===== src/rtl/seven_seg_scan_if.sv =====
`default_nettype none
// ============================================================================
// Module      : seven_seg_scan_if
// Description : Character-load and display-pin bundle for seven_seg_scan.
//               master = status logic / bench, slave = display driver.
// Revision    : 1.0 - initial release
// ============================================================================
interface seven_seg_scan_if #(
   parameter int DIGITS = 4
);
   logic                  load;
   logic [5*DIGITS-1:0]   chars;
   logic [DIGITS-1:0]     dps;
   logic                  en;
   logic [6:0]            seg;
   logic                  dp;
   logic [DIGITS-1:0]     an;
   logic                  frame_done;

   modport master (
      output load, chars, dps, en,
      input  seg, dp, an, frame_done
   );

   modport slave (
      input  load, chars, dps, en,
      output seg, dp, an, frame_done
   );
endinterface
`default_nettype wire


===== src/rtl/seven_seg_scan.sv =====
`default_nettype none
// ============================================================================
// Module      : seven_seg_scan
// Description : Multiplexed common-anode seven-segment driver. Scans DIGITS
//               digits (leftmost first) with a DIV-cycle prescaler, decodes
//               5-bit character codes and double-buffers each frame so a new
//               message only takes effect at a frame boundary.
// Revision    : 1.0 - initial release
// ============================================================================
module seven_seg_scan #(
   parameter int DIGITS = 4,
   parameter int DIV    = 1
) (
   input  logic            segclk,
   input  logic            clr,
   seven_seg_scan_if.slave bus
);

   localparam int c_cw = (DIV > 1) ? $clog2(DIV) : 1;
   localparam int c_iw = (DIGITS > 1) ? $clog2(DIGITS) : 1;
   localparam logic [c_cw-1:0] c_cnt_last = c_cw'(DIV - 1);
   localparam logic [c_iw-1:0] c_idx_last = c_iw'(DIGITS - 1);
   localparam logic [4:0]      c_blank    = 5'd31;

   logic [c_cw-1:0]       r_cnt;
   logic [c_iw-1:0]       r_idx;
   logic                  r_pend;
   logic [5*DIGITS-1:0]   r_pend_chars;
   logic [DIGITS-1:0]     r_pend_dps;
   logic [5*DIGITS-1:0]   r_act_chars;
   logic [DIGITS-1:0]     r_act_dps;
   logic [6:0]            r_seg;
   logic                  r_dp;
   logic [DIGITS-1:0]     r_an;
   logic                  r_frame_done;

   logic                  w_step;
   logic                  w_frame;
   logic [4:0]            w_code;
   logic                  w_dp_lit;
   logic [DIGITS-1:0]     w_an_sel;

   // Character code to active-low {g,f,e,d,c,b,a}
   function automatic logic [6:0] f_decode(input logic [4:0] code);
      logic [6:0] pat;
      case (code)
         5'd0:    pat = 7'b1000000;
         5'd1:    pat = 7'b1111001;
         5'd2:    pat = 7'b0100100;
         5'd3:    pat = 7'b0110000;
         5'd4:    pat = 7'b0011001;
         5'd5:    pat = 7'b0010010;
         5'd6:    pat = 7'b0000010;
         5'd7:    pat = 7'b1111000;
         5'd8:    pat = 7'b0000000;
         5'd9:    pat = 7'b0010000;
         5'd10:   pat = 7'b0001000;
         5'd11:   pat = 7'b0000011;
         5'd12:   pat = 7'b1000110;
         5'd13:   pat = 7'b0100001;
         5'd14:   pat = 7'b0000110;
         5'd15:   pat = 7'b0001110;
         5'd16:   pat = 7'b1001000;
         5'd17:   pat = 7'b1001100;
         5'd18:   pat = 7'b0001100;
         5'd19:   pat = 7'b0111111;
         default: pat = 7'b1111111;
      endcase
      return pat;
   endfunction

   assign w_step   = (r_cnt == c_cnt_last);
   assign w_frame  = w_step && (r_idx == '0);
   assign w_code   = r_act_chars[int'(r_idx)*5 +: 5];
   assign w_dp_lit = r_act_dps[r_idx];
   assign w_an_sel = ~(DIGITS'(1) << r_idx);

   // Pending message data; contents are meaningless until pend is set
   always_ff @(posedge segclk) begin
      if (bus.load) begin
         r_pend_chars <= bus.chars;
         r_pend_dps   <= bus.dps;
      end
   end

   // Prescaler, digit scan, frame buffer swap and registered pin drive
   always_ff @(posedge segclk or posedge clr) begin
      if (clr) begin
         r_cnt        <= '0;
         r_idx        <= c_idx_last;
         r_pend       <= 1'b0;
         r_act_chars  <= {DIGITS{c_blank}};
         r_act_dps    <= '0;
         r_seg        <= 7'b1111111;
         r_dp         <= 1'b1;
         r_an         <= '1;
         r_frame_done <= 1'b0;
      end else begin
         r_frame_done <= w_frame;

         // A load on the boundary edge lands in pending after the old
         // pending contents have moved to active, so pend stays set.
         if (bus.load) begin
            r_pend <= 1'b1;
         end else if (w_frame) begin
            r_pend <= 1'b0;
         end

         if (w_frame && r_pend) begin
            r_act_chars <= r_pend_chars;
            r_act_dps   <= r_pend_dps;
         end

         if (w_step) begin
            r_cnt <= '0;
            r_seg <= f_decode(w_code);
            r_dp  <= ~w_dp_lit;
            r_an  <= bus.en ? w_an_sel : '1;
            if (r_idx == '0) begin
               r_idx <= c_idx_last;
            end else begin
               r_idx <= r_idx - 1'b1;
            end
         end else begin
            r_cnt <= r_cnt + 1'b1;
         end
      end
   end

   assign bus.seg        = r_seg;
   assign bus.dp         = r_dp;
   assign bus.an         = r_an;
   assign bus.frame_done = r_frame_done;

endmodule
`default_nettype wire

===== src/flat_wrapper.sv =====
// flat-port wrapper written by rule: the top's interface ports become plain ports
module seven_seg_scan_flat 
#(
   parameter int DIGITS = 4,
   parameter int DIV    = 1
)
  (segclk, clr, bus_load, bus_chars, bus_dps, bus_en, bus_seg, bus_dp, bus_an, bus_frame_done);
  seven_seg_scan_if #(.DIGITS(DIGITS)) bus_i ();
  input  logic segclk;
  input  logic clr;
  input wire logic [$bits(bus_i.load)-1:0] bus_load;
  input wire logic [$bits(bus_i.chars)-1:0] bus_chars;
  input wire logic [$bits(bus_i.dps)-1:0] bus_dps;
  input wire logic [$bits(bus_i.en)-1:0] bus_en;
  output wire logic [$bits(bus_i.seg)-1:0] bus_seg;
  output wire logic [$bits(bus_i.dp)-1:0] bus_dp;
  output wire logic [$bits(bus_i.an)-1:0] bus_an;
  output wire logic [$bits(bus_i.frame_done)-1:0] bus_frame_done;
  assign bus_i.load = bus_load;
  assign bus_i.chars = bus_chars;
  assign bus_i.dps = bus_dps;
  assign bus_i.en = bus_en;
  assign bus_seg = bus_i.seg;
  assign bus_dp = bus_i.dp;
  assign bus_an = bus_i.an;
  assign bus_frame_done = bus_i.frame_done;
  seven_seg_scan #(.DIGITS(DIGITS), .DIV(DIV)) u_core (.segclk(segclk), .clr(clr), .bus(bus_i));
endmodule

===== config.mk =====
export PLATFORM = sky130hd
export DESIGN_NAME = seven_seg_scan_flat
export DESIGN_NICKNAME = d
export VERILOG_FILES = /design/src/rtl/seven_seg_scan_if.sv /design/src/rtl/seven_seg_scan.sv /design/src/flat_wrapper.sv
export SDC_FILE = /design/constraint.sdc
export NUM_CORES = 1
export LEC_CHECK = 0
export CAP_MARGIN = 20
export CORE_MARGIN = 1.5
export CORE_UTILIZATION = 35
export CTS_CLUSTER_DIAMETER = 80
export DETAILED_ROUTE_END_ITERATION = 16
export MAX_ROUTING_LAYER = met4
export SYNTH_ARGS = -nofsm -noshare
export SYNTH_HDL_FRONTEND = slang
export SYNTH_SLANG_ARGS = --single-unit

===== constraint.sdc =====
create_clock -name segclk -period 2.5 [get_ports segclk]
set_input_delay 0.5 -clock segclk [delete_from_list [all_inputs] [get_ports segclk]]
set_output_delay 0.5 -clock segclk [all_outputs]
set_load 0.05 [all_outputs]

# After elaboration in Yosys (flattened, before gate mapping)
# Memory sizes are Yosys's and may differ from the RTL's. A register that Yosys moved wholly into a read port is not among the register bits.
# Index checks and enable logic that the tools add are counted.
# totals
romBits,224
reg_bits,58
mem_count,1
out_inout_bits,13
inputBits,28
# memory_table
memory,depth,word_bits,rd,rd_ports_with_merged_regs,wr,line,text
(no name shown),32,7,1,1,0,seven_seg_scan.sv:46,case (code)
# op_classes
n_lt_le_gt_ge,1
bitwise_logic,3
mul,1
addsub,2
muxes,7
reduce_logical,5
n_shift,2
# ops
op,count
$shiftx 20x32->5,1
$mul 2x3->5 const B,1
$mux 1,4
$mux 4,1
$not 4->4,1
$shl 1x2->4 const A,1
$lt 2x3->1 const B,1
$bmux 1 s2,1
$logic_and 1x1->1,2
$logic_not 2->1,1
$mux 2,1
$not 1->1,2
$reduce_bool 2->1,1
$sub 2x1->2 const B,1
$add 1x1->1 const B,1
$logic_not 1->1,1

# Longest topological paths before layout
# logic_depth
ltp_word,4
depth_mapped,7
mapped_depth_nobuf,6

# Worst setup path after synthesis
# Ideal clock, no wire load.
# synth_timing
path_kind,register to register
from,register u_core.r_idx[0]
to,"register u_core.r_seg[3], in the netlist u_core.bus.seg[3]"
setup_slack_ns,0.386
setup_time_ns,0.082
arrival_ns,2.032
path_stages_with_launch,6
required_time_ns,2.418
cell_sequence,dfstp_2 > buf_6 > mux4_2 > ha_1 > mux2_4 > a211o_1
# synth_between
elab_chain_cells,2
# synth_lines
item,line,text
"start, declared",seven_seg_scan.sv:26,logic [c_iw-1:0] r_idx;
"start signal, assigned",seven_seg_scan.sv:90,r_idx <= c_idx_last;
"start signal, assigned",seven_seg_scan.sv:120,r_idx <= c_idx_last;
"start signal, assigned",seven_seg_scan.sv:122,r_idx <= r_idx - 1'b1;
$mul 2x3->5,seven_seg_scan.sv:74,assign w_code = r_act_chars[int'(r_idx)*5 +: 5];
$shiftx 20x32->5,seven_seg_scan.sv:74,
"end, declared",seven_seg_scan.sv:32,logic [6:0] r_seg;
# No other way between the ends.
# A chain may end at the register's enable or synchronous reset.

# Worst setup path after layout
# Ends and elaborated chain as after synthesis.

==> flow_metrics.tcl <==
set metrics [dict create \
    synth.avg_cell_area_um2 16.2 \
    hold_buffers 0 \
    fmax_ghz 0.445 \
    drt-wirelength-per-cell_um 12.9 \
    finClkSkew_ns 0.00613 \
    io_buffer_count 40 \
    syn_to_final_growth_pct 26.2 \
    dp_hpwl_um 2730 \
    cts.clk_slew.worst_paths_ns 0.07 \
    die_area_mm2 0.00802 \
    finalCritPeriodShare_pct 89.8 \
    ys_seq_elements 64 \
    synth_edf_count 24 \
    top_layer "met4" \
    grt_pass1_wl_um 6900 \
    yosys-top-cells-count "34 x dfstp_2, 25 x mux2_2, 24 x edfxtp_1" \
    grt_max_degree 41 \
    rr_worst_depth 4 \
    cp_top_family "multiplexers" \
    tightest_slew_ns 0.501 \
    core_area_mm2 0.00725 \
    drc 0 \
    cts_tree "yes" \
    synthesis.nets 200 \
    cts_buffers 9 \
    maxCapViolCount 0 \
    wl_met2_um 1800 \
    setup_violations 0 \
    antenna_found_initial 0 \
    min_from "u_core.r_pend_chars[2]" \
    num_rows 31 \
    cts_resized 0 \
    yosys-top-cells-area "dfstp_2 34%, edfxtp_1 27%, mux2_2 11%" \
    h-tree-depth 3 \
    clk_latency_ns 0.33 \
    io_pins 41 \
    cp_data_arrival_time_ns 2.50 \
    dr.pass1.iters 4 \
    holdPathStages 1 \
    hold_end "u_core.r_act_chars[2]" \
    setup.worst_path.start_class "register" \
    ys.flop_type "dfstp_2" \
    initial_utilization_pct 36.1 \
    rr_startpoint "u_core.r_idx[0]" \
    slowest_stage "dfstp_2" \
    worstSetupPathDepth 4 \
    grt_pass1_vias 1429 \
    via_count 1421 \
    dp_cells 297 \
    max-vdd-ir-drop_v 0.000333 \
    synth_top_area_share_pct 34.1 \
    status "finished clean" \
    async_flop_share_pct 62.5 \
    postRouteAntennaNets 0 \
    gr-usage-all-layers_pct 12.4 \
    reg2reg_slack_ns 0.26 \
    leakage_nw 1.29 \
    endpoint_kind "register" \
    cts_setup_buffers 0 \
    power_mw 2.39 \
    grt_setup_unrepaired "no" \
    drtIter0Drc 47 \
    p_per_area_mw_per_mm2 724 \
    crit_chain "mux4_2 > ha_1 > mux2_4 > a211o_1" \
    clock_path_buffers 2 \
    drive_gt1_share_pct 37.9 \
    slew-limit-headroom_pct 66.5 \
    diodes 0 \
    netlist_instances 162 \
    fin_tns_setup_ns 0 \
    place_congestion 0.833 \
    crit_required_ns 2.76 \
    met3_length_um 209 \
    holdWs_ns 0.476 \
    cts_root_buffer "clkbuf_8" \
    viasPerCell 4.54 \
    drv_slew 0 \
    reg2reg_to "u_core.bus.seg[3]" \
    cts.sink_count 64 \
    synth_most_common_cell "dfstp_2" \
    synth_top_area_cell "dfstp_2" \
    stdcell_count 313 \
    grt.overflow.total 0 \
    wl_um 4020 \
    syn_area_mm2 0.00262 \
    die-width_um 89.5 \
    crit_type "register to register" \
    period_needed_ns 2.24 \
    worst-path-buf-inv 0 \
    yosysWarnings 0 \
    hold_viol_final 0 \
    wl_met1_um 1950 \
    synth.distinct_cells 29 \
    max_stage_delay_ns 0.70 \
    die-height_um 89.5 \
    final_nets 247 \
    ys_seq_area_share_pct 67.3 \
    path_max_fanout 10 \
    hp-class "register to register" \
]
==> registers in the layout, summed over array words and instances (netlist names), 2 cells and up <==
register	flops
u_core.r_pend_chars	20
u_core.bus.an	4
u_core.r_idx	2
u_core.bus.seg	7
u_core.r_act_chars	20
u_core.r_pend_dps	4
u_core.r_act_dps	4
==> cell usage in the layout, fill, tap and decap left out, types with 2 or more instances in the layout <==
cell / instances
a211oi_1: 4
a21oi_1: 3
buf_4: 3
clkbuf_1: 2
clkbuf_8: 9
clkdlybuf4s50_1: 40
clkinv_1: 2
clkinv_2: 2
dfrtp_1: 6
dfstp_2: 34
edfxtp_1: 24
ha_1: 10
inv_1: 10
mux2_2: 25
mux4_2: 6
nand2_1: 7
nand3_1: 2
nor2_1: 2
nor2b_1: 2
nor3_1: 7
o21ai_0: 2
xnor2_1: 2
==> worst max path at each step <==
stage,startpoint,endpoint
final,u_core.r_idx[0],u_core.bus.seg[3]
after CTS,u_core.r_idx[0],u_core.bus.seg[3]
after global routing,u_core.r_idx[0],u_core.bus.seg[3]
after detailed placement,u_core.r_idx[0],u_core.bus.seg[4]
after global placement,u_core.r_idx[0],u_core.bus.seg[3]
after floorplan,u_core.r_idx[0],u_core.bus.seg[3]
==> per-stage QoR <==
step                      util, %  area [um^2]  worst slack (ns)
after floorplan                 -         2620             0.386
after global placement       43.1         3130             0.280
after detailed placement     43.1         3130             0.254
after CTS                    45.6         3310             0.239
after global routing         45.6         3310            0.0802
final                        45.6         3310             0.255
==> kinds of logic (layout without fill, tap and decap cells) <==
kind of cell               count (synthesis)  count (layout)  synth area share, %
xor gates and xnor gates                   2               2                0.668
adders and majority gates                 10              10                 4.77
muxes                                     32              32                 16.5
and+or+nand+nor                           25              25                 4.82
buffers and inverters                     17              69                 2.91
AOI/OAI and AO/OA                         12              12                 3.06
DFF                                       64              64                 67.3
==> layer usage <==
layer / vias up / global-route usage [%]
met4: 0 / 5.45
met1: 692 / 15.7
met5: - / -
met3: 9 / 4.71
met2: 42 / 17.6
li1: 678 / -
==> area by class of cell <==
| type | instances | area, um^2 |
|---|---|---|
| clock buffers | 11 | 131 |
| clock inverters | 5 | 47.5 |
| fillers | 659 | 3950 |
| inverters | 10 | 37.5 |
| multi-input cells | 81 | 781 |
| flip-flops and latches | 64 | 1760 |
| well taps | 99 | 124 |
| repair buffers | 43 | 423 |
==> where the power goes <==
part / leakage (nW) / switching [mW] / total, mW / internal [mW]
registers: 0.660 / 0.0317 / 1.25 / 1.22
clock network: 0.0922 / 0.365 / 0.816 / 0.451
logic: 0.534 / 0.177 / 0.325 / 0.148
Note: power is estimated with default switching activity, not from simulation.
